$ cat src/rtl/seg7_scan_driver.sv
// Eight-digit multiplexed 7-segment scan driver: per-slot hex decode, blanking, DP, 16-level PWM and guard band.
// Display inputs are captured once per frame so a frame is never drawn from two different words.
module seg7_hex_dec (
  input  logic [3:0] i_nib,
  output logic [6:0] o_seg
);
  always_comb begin
    o_seg = 7'h00;
    unique case (i_nib)
      4'h0: o_seg = 7'h3F;
      4'h1: o_seg = 7'h06;
      4'h2: o_seg = 7'h5B;
      4'h3: o_seg = 7'h4F;
      4'h4: o_seg = 7'h66;
      4'h5: o_seg = 7'h6D;
      4'h6: o_seg = 7'h7D;
      4'h7: o_seg = 7'h07;
      4'h8: o_seg = 7'h7F;
      4'h9: o_seg = 7'h6F;
      4'hA: o_seg = 7'h77;
      4'hB: o_seg = 7'h7C;
      4'hC: o_seg = 7'h39;
      4'hD: o_seg = 7'h5E;
      4'hE: o_seg = 7'h79;
      4'hF: o_seg = 7'h71;
      default: o_seg = 7'h00;
    endcase
  end
endmodule

module seg7_scan_driver #(
  parameter int DIGITS     = 8,
  parameter int DIV_LOG2   = 17,
  parameter int GUARD      = 4,
  parameter int ACTIVE_LOW = 1
) (
  input  logic                  clk_i,
  input  logic                  presetn_i,
  input  logic [4*DIGITS-1:0]   num_i,
  input  logic [DIGITS-1:0]     blank_i,
  input  logic [DIGITS-1:0]     dp_i,
  input  logic [3:0]            bright_i,
  output logic [6:0]            cath_o,
  output logic                  dp_o,
  output logic [DIGITS-1:0]     an_o,
  output logic                  frame_o
);
  localparam int                  IDX_W    = $clog2(DIGITS);
  localparam logic [DIV_LOG2-1:0] TICK_MAX = '1;
  localparam logic [DIV_LOG2-1:0] GUARD_T  = DIV_LOG2'(GUARD);
  localparam logic [IDX_W-1:0]    IDX_LAST = IDX_W'(DIGITS - 1);
  localparam logic                POL      = (ACTIVE_LOW != 0);

  logic [DIV_LOG2-1:0] r_tick;
  logic [IDX_W-1:0]    r_idx;
  logic [4*DIGITS-1:0] r_sh_num;
  logic [DIGITS-1:0]   r_sh_blank;
  logic [DIGITS-1:0]   r_sh_dp;
  logic                r_frame;
  logic [DIGITS-1:0]   r_an;
  logic [6:0]          r_cath;
  logic                r_dp;

  logic                w_tick_wrap;
  logic                w_frame_end;
  logic                w_lit;
  logic [3:0]          w_nib;
  logic [6:0]          w_seg;
  logic [DIGITS-1:0]   w_an;

  assign w_tick_wrap = (r_tick == TICK_MAX);
  assign w_frame_end = w_tick_wrap && (r_idx == IDX_LAST);

  always_ff @(posedge clk_i or negedge presetn_i) begin
    if (!presetn_i) begin
      r_tick <= '0;
      r_idx  <= '0;
    end else begin
      r_tick <= r_tick + DIV_LOG2'(1);
      if (w_tick_wrap) r_idx <= (r_idx == IDX_LAST) ? '0 : r_idx + IDX_W'(1);
    end
  end

  // Reset shadows blank every digit, so the first frame after reset is dark.
  always_ff @(posedge clk_i or negedge presetn_i) begin
    if (!presetn_i) begin
      r_sh_num   <= '0;
      r_sh_blank <= '1;
      r_sh_dp    <= '0;
      r_frame    <= 1'b0;
    end else begin
      r_frame <= w_frame_end;
      if (w_frame_end) begin
        r_sh_num   <= num_i;
        r_sh_blank <= blank_i;
        r_sh_dp    <= dp_i;
      end
    end
  end

  // Duty compares the top nibble of the slot counter; the guard keeps slot edges dark.
  assign w_lit = (r_tick >= GUARD_T) && (r_tick[DIV_LOG2-1 -: 4] <= bright_i) && !r_sh_blank[r_idx];
  assign w_nib = r_sh_num[{r_idx, 2'b00} +: 4];

  seg7_hex_dec u_dec (
    .i_nib (w_nib),
    .o_seg (w_seg)
  );

  for (genvar d = 0; d < DIGITS; d++) begin : g_an
    assign w_an[d] = w_lit && (r_idx == IDX_W'(d));
  end

  always_ff @(posedge clk_i or negedge presetn_i) begin
    if (!presetn_i) begin
      r_an   <= '0;
      r_cath <= '0;
      r_dp   <= 1'b0;
    end else begin
      r_an   <= w_an;
      r_cath <= w_lit ? w_seg : 7'h00;
      r_dp   <= w_lit && r_sh_dp[r_idx];
    end
  end

  assign an_o    = r_an ^ {DIGITS{POL}};
  assign cath_o  = r_cath ^ {7{POL}};
  assign dp_o    = r_dp ^ POL;
  assign frame_o = r_frame;
endmodule

$ cat config.mk
export PLATFORM = sky130hd
export DESIGN_NAME = seg7_scan_driver
export DESIGN_NICKNAME = d
export VERILOG_FILES = /design/src/rtl/seg7_scan_driver.sv
export SDC_FILE = /design/constraint.sdc
export NUM_CORES = 1
export LEC_CHECK = 0
export ABC_AREA = 0
export ABC_CLOCK_PERIOD_IN_PS = 3600
export CAP_MARGIN = 10
export CORE_ASPECT_RATIO = 1.25
export CORE_UTILIZATION = 50
export CTS_CLUSTER_DIAMETER = 200
export DETAILED_ROUTE_END_ITERATION = 8
export GPL_TIMING_DRIVEN = 0
export HOLD_SLACK_MARGIN = 0.1
export MAX_ROUTING_LAYER = met4
export PLACE_DENSITY = 0.78
export SLEW_MARGIN = 20
export SYNTH_ARGS = -nofsm -noshare
export SYNTH_HDL_FRONTEND = slang
export SYNTH_SLANG_ARGS = --single-unit
export TNS_END_PERCENT = 5
$ cat constraint.sdc
create_clock -name clk_i -period 3.6 [get_ports clk_i]
set_input_delay 0.36 -clock clk_i [delete_from_list [all_inputs] [get_ports clk_i]]
set_output_delay 0.36 -clock clk_i [all_outputs]
set_load 0.05 [all_outputs]
==> flow_metrics.tcl <==
set metrics [dict create \
    port_buffers 70 \
    drv_cap 0 \
    path_common_cell "and3_1" \
    rsz0062_at_grt "false" \
    netlist_instances 297 \
    synthFlopType "dfrtp_1" \
    core-area_um2 7792 \
    ys_warn_count 0 \
    cts_tree "done" \
    clk_path_buf_depth 2 \
    dp_hpwl_um 5499 \
    clk_latency_ps 350 \
    finalHoldViolCount 0 \
    min_period_over_period_pct 89.01 \
    drt_iter0_drc 108 \
    antenna_found_initial 0 \
    postSynthAreaPerCell_um2 13.59 \
    cts_sinks 85 \
    wl_per_cell_um 15.54 \
    tns_ps 0 \
    timing.final.ws_setup_ps 395.8 \
    slew_viol_final 0 \
    setup_viol 0 \
    peakVddDrop_mv 0.3015 \
    leakage_uw 0.002289 \
    worstMarginPinSlew_ps 646.6 \
    gr-total-overflow 0 \
    fmax_ghz 0.3121 \
    worstPathMaxFanout 10 \
    start_kind "register" \
    synth-seq-cells 85 \
    die_area_um2 8441 \
    place_ws_ps 437.2 \
    holdWs_ps 478.0 \
    routed_via_density 5.348 \
    place.gp.congestion 0.8444 \
    placed_cell_area_um2 4882 \
    ys_seq_area_share_pct 52.93 \
    drtPass1Iterations 4 \
    post-cts-setup-buffers 0 \
    grt_pass1_vias 2647 \
    start_util_pct 51.81 \
    slowest_stage "buf_1" \
    htreeDepth 3 \
    cts_buffers 9 \
    skew_ps 8.354 \
    vias 2567 \
    ant_nets 0 \
    synthArstFlopShare_pct 100.0 \
    criticalPathCategory "reg2reg" \
    fin_area_um2 5067 \
    final_nets 452 \
    drcViolationCount 0 \
    slew_headroom_pct 56.89 \
    clkTransAtPathRegs_ps 90 \
    p_per_area_nw_per_um2 357.1 \
    core.rowCount 36 \
    fin_util_pct 65.03 \
    end_kind "register" \
    min_path_type "in2async" \
    syn_to_final_growth_pct 25.50 \
    wl_um 7458 \
    synth_cell_types 38 \
    die_h_um 102.5 \
    grt_pass1_wl_um 12310 \
    slowest_delay_ps 510 \
    crit_arrival_ps 3440 \
    grt.total_usage_pct 20.82 \
    crit_chain "and4_1 -> and3_1 -> and3_1 -> and3_1 -> ha_1 -> nand2_1 -> clkbuf_1 -> buf_1 -> mux2_2" \
    netlist_area_um2 4038 \
    diodes 0 \
    rrSetupSlack_ps 400 \
    required_ps 3840 \
    syn-num-nets 369 \
    drive_gt1_share_pct 22.08 \
    status "finished, final reports clean" \
    synth_edf_count 0 \
    pin_count 71 \
    die_w_um 82.38 \
    fin_crit_ps 3204 \
    cts_root_buf "clkbuf_8" \
    grt_max_degree 57 \
]
==> layer usage <==
| layer | vias up | global-route usage [%] | part of all wire, % | routed length (um) |
|---|---|---|---|---|
| li1 | 1211 | - | - | - |
| met1 | 1278 | 25.49 | 43 | 3224 |
| met2 | 62 | 33.50 | 51 | 3813 |
| met3 | 16 | 4.107 | 3.3 | 243 |
| met4 | 0 | 8.637 | 2.4 | 177 |
| met5 | - | - | 0 | 0 |
==> repair_timing <==
item,CTS,global route
gates resized for setup,0,0
endpoints found under the hold margin,29,0
hold buffers,1,0
==> final cells by class <==
type | count | area (um2)
fillers | 631 | 2725
flip-flops and latches | 85 | 2137
multi-input cells | 169 | 1722
repair buffers | 72 | 735.7
clock buffers | 9 | 123.9
inverters | 32 | 120.1
well taps | 95 | 118.9
plain buffers | 11 | 58.81
clock inverters | 7 | 51.30
==> metrics by stage <==
| stage | total power, uW | cells |
|---|---|---|
| detailed placement | 1235 | 463 |
| global route | 1900 | 480 |
| global placement | 1224 | 462 |
| floorplan | 1120 | 297 |
| CTS | 1831 | 480 |
| finish | 1809 | 480 |
==> report_power, final <==
part | internal [uW] | switching (uW) | leakage (uW) | total (uW)
clock | 251 | 344 | 0.0000739 | 595
combinational | 114 | 93.3 | 0.00118 | 208
sequential | 992 | 14.5 | 0.00104 | 1010
total | 1360 | 452 | 0.00229 | 1810
==> sequential cells by signal, summed over array words and instances, names as in the netlist <==
signal and flops:
frame_o 1, r_an 8, r_cath 7, r_dp 1, r_idx 3, r_sh_blank 8, r_sh_dp 8, r_sh_num 32
r_tick 17
==> path summary, 6_finish.rpt <==
check	to	cells after the start	startpoint
max in group asynchronous	r_sh_blank[7]	3	presetn_i
min reg2reg	r_tick[10]	1	r_tick[10]
max	r_sh_num[25]	9	r_tick[3]
min in group clk_i	r_tick[10]	1	r_tick[10]
max reg2reg	r_sh_num[25]	9	r_tick[3]
min	r_cath[3]	2	presetn_i
==> synth_stat cells (5+ instances only) <==
master	instances	area share [%]
dfrtp_1	77	48
mux2_2	49	14
inv_1	31	2.9
ha_1	18	5.6
and3_1	13	2.0
mux4_1	11	7.2
xnor2_1	10	2.2
dfstp_2	8	5.2
nand2_1	7	0.65
clkbuf_1	6	0.56
nand3_1	6	0.74
mux2i_1	5	1.2
nor2_1	5	0.46
==> cell usage in the layout, fill, tap and decap left out, drive strengths merged <==
cell type      Yosys  layout
o21ai              3       3
o22ai              2       2
and2               4       4
mux4              12      12
clkbuf             6      15
and3b              1       1
clkinv             1       2
a211oi             2       2
a32o               1       1
ha                18      18
nand2              7       7
a21oi              3       3
nand2b             2       2
mux2              51      51
nand4              4       4
inv               31      32
clkdlybuf4s50      0      69
o221a              1       1
nor3               3       3
buf                5       7
nor4               3       3
and3              13      13
xor2               4       4
dfstp              8       8
nor2               5       5
clkinvlp           0       5
a221oi             2       2
nor2b              2       2
nand3              6       6
dlygate4sd3        0       1
and4               2       2
xnor2             10      10
mux2i              6       6
o21a               1       1
a311oi             1       1
dfrtp             77      77
==> worst max-delay path: cells and delay by family, from the launching register on <==
| kind | cells | cell delay (ps) |
|---|---|---|
| simple gates | 5 | 1010 |
| buf+inv | 2 | 970 |
| flops | 1 | 440 |
| mux | 1 | 410 |
| fa+ha+maj | 1 | 260 |
==> logic make-up after synthesis <==
family | count (synthesis) | share of synthesized area [%]
adders and majority gates | 18 | 5.578
muxes | 69 | 23.71
and+or+nand+nor | 52 | 7.220
buffers and inverters | 43 | 4.431
DFF | 85 | 52.93
AOI/OAI and AO/OA | 16 | 3.099
xor gates and xnor gates | 14 | 3.037
No activity file was read; power rests on OpenSTA's default activity.
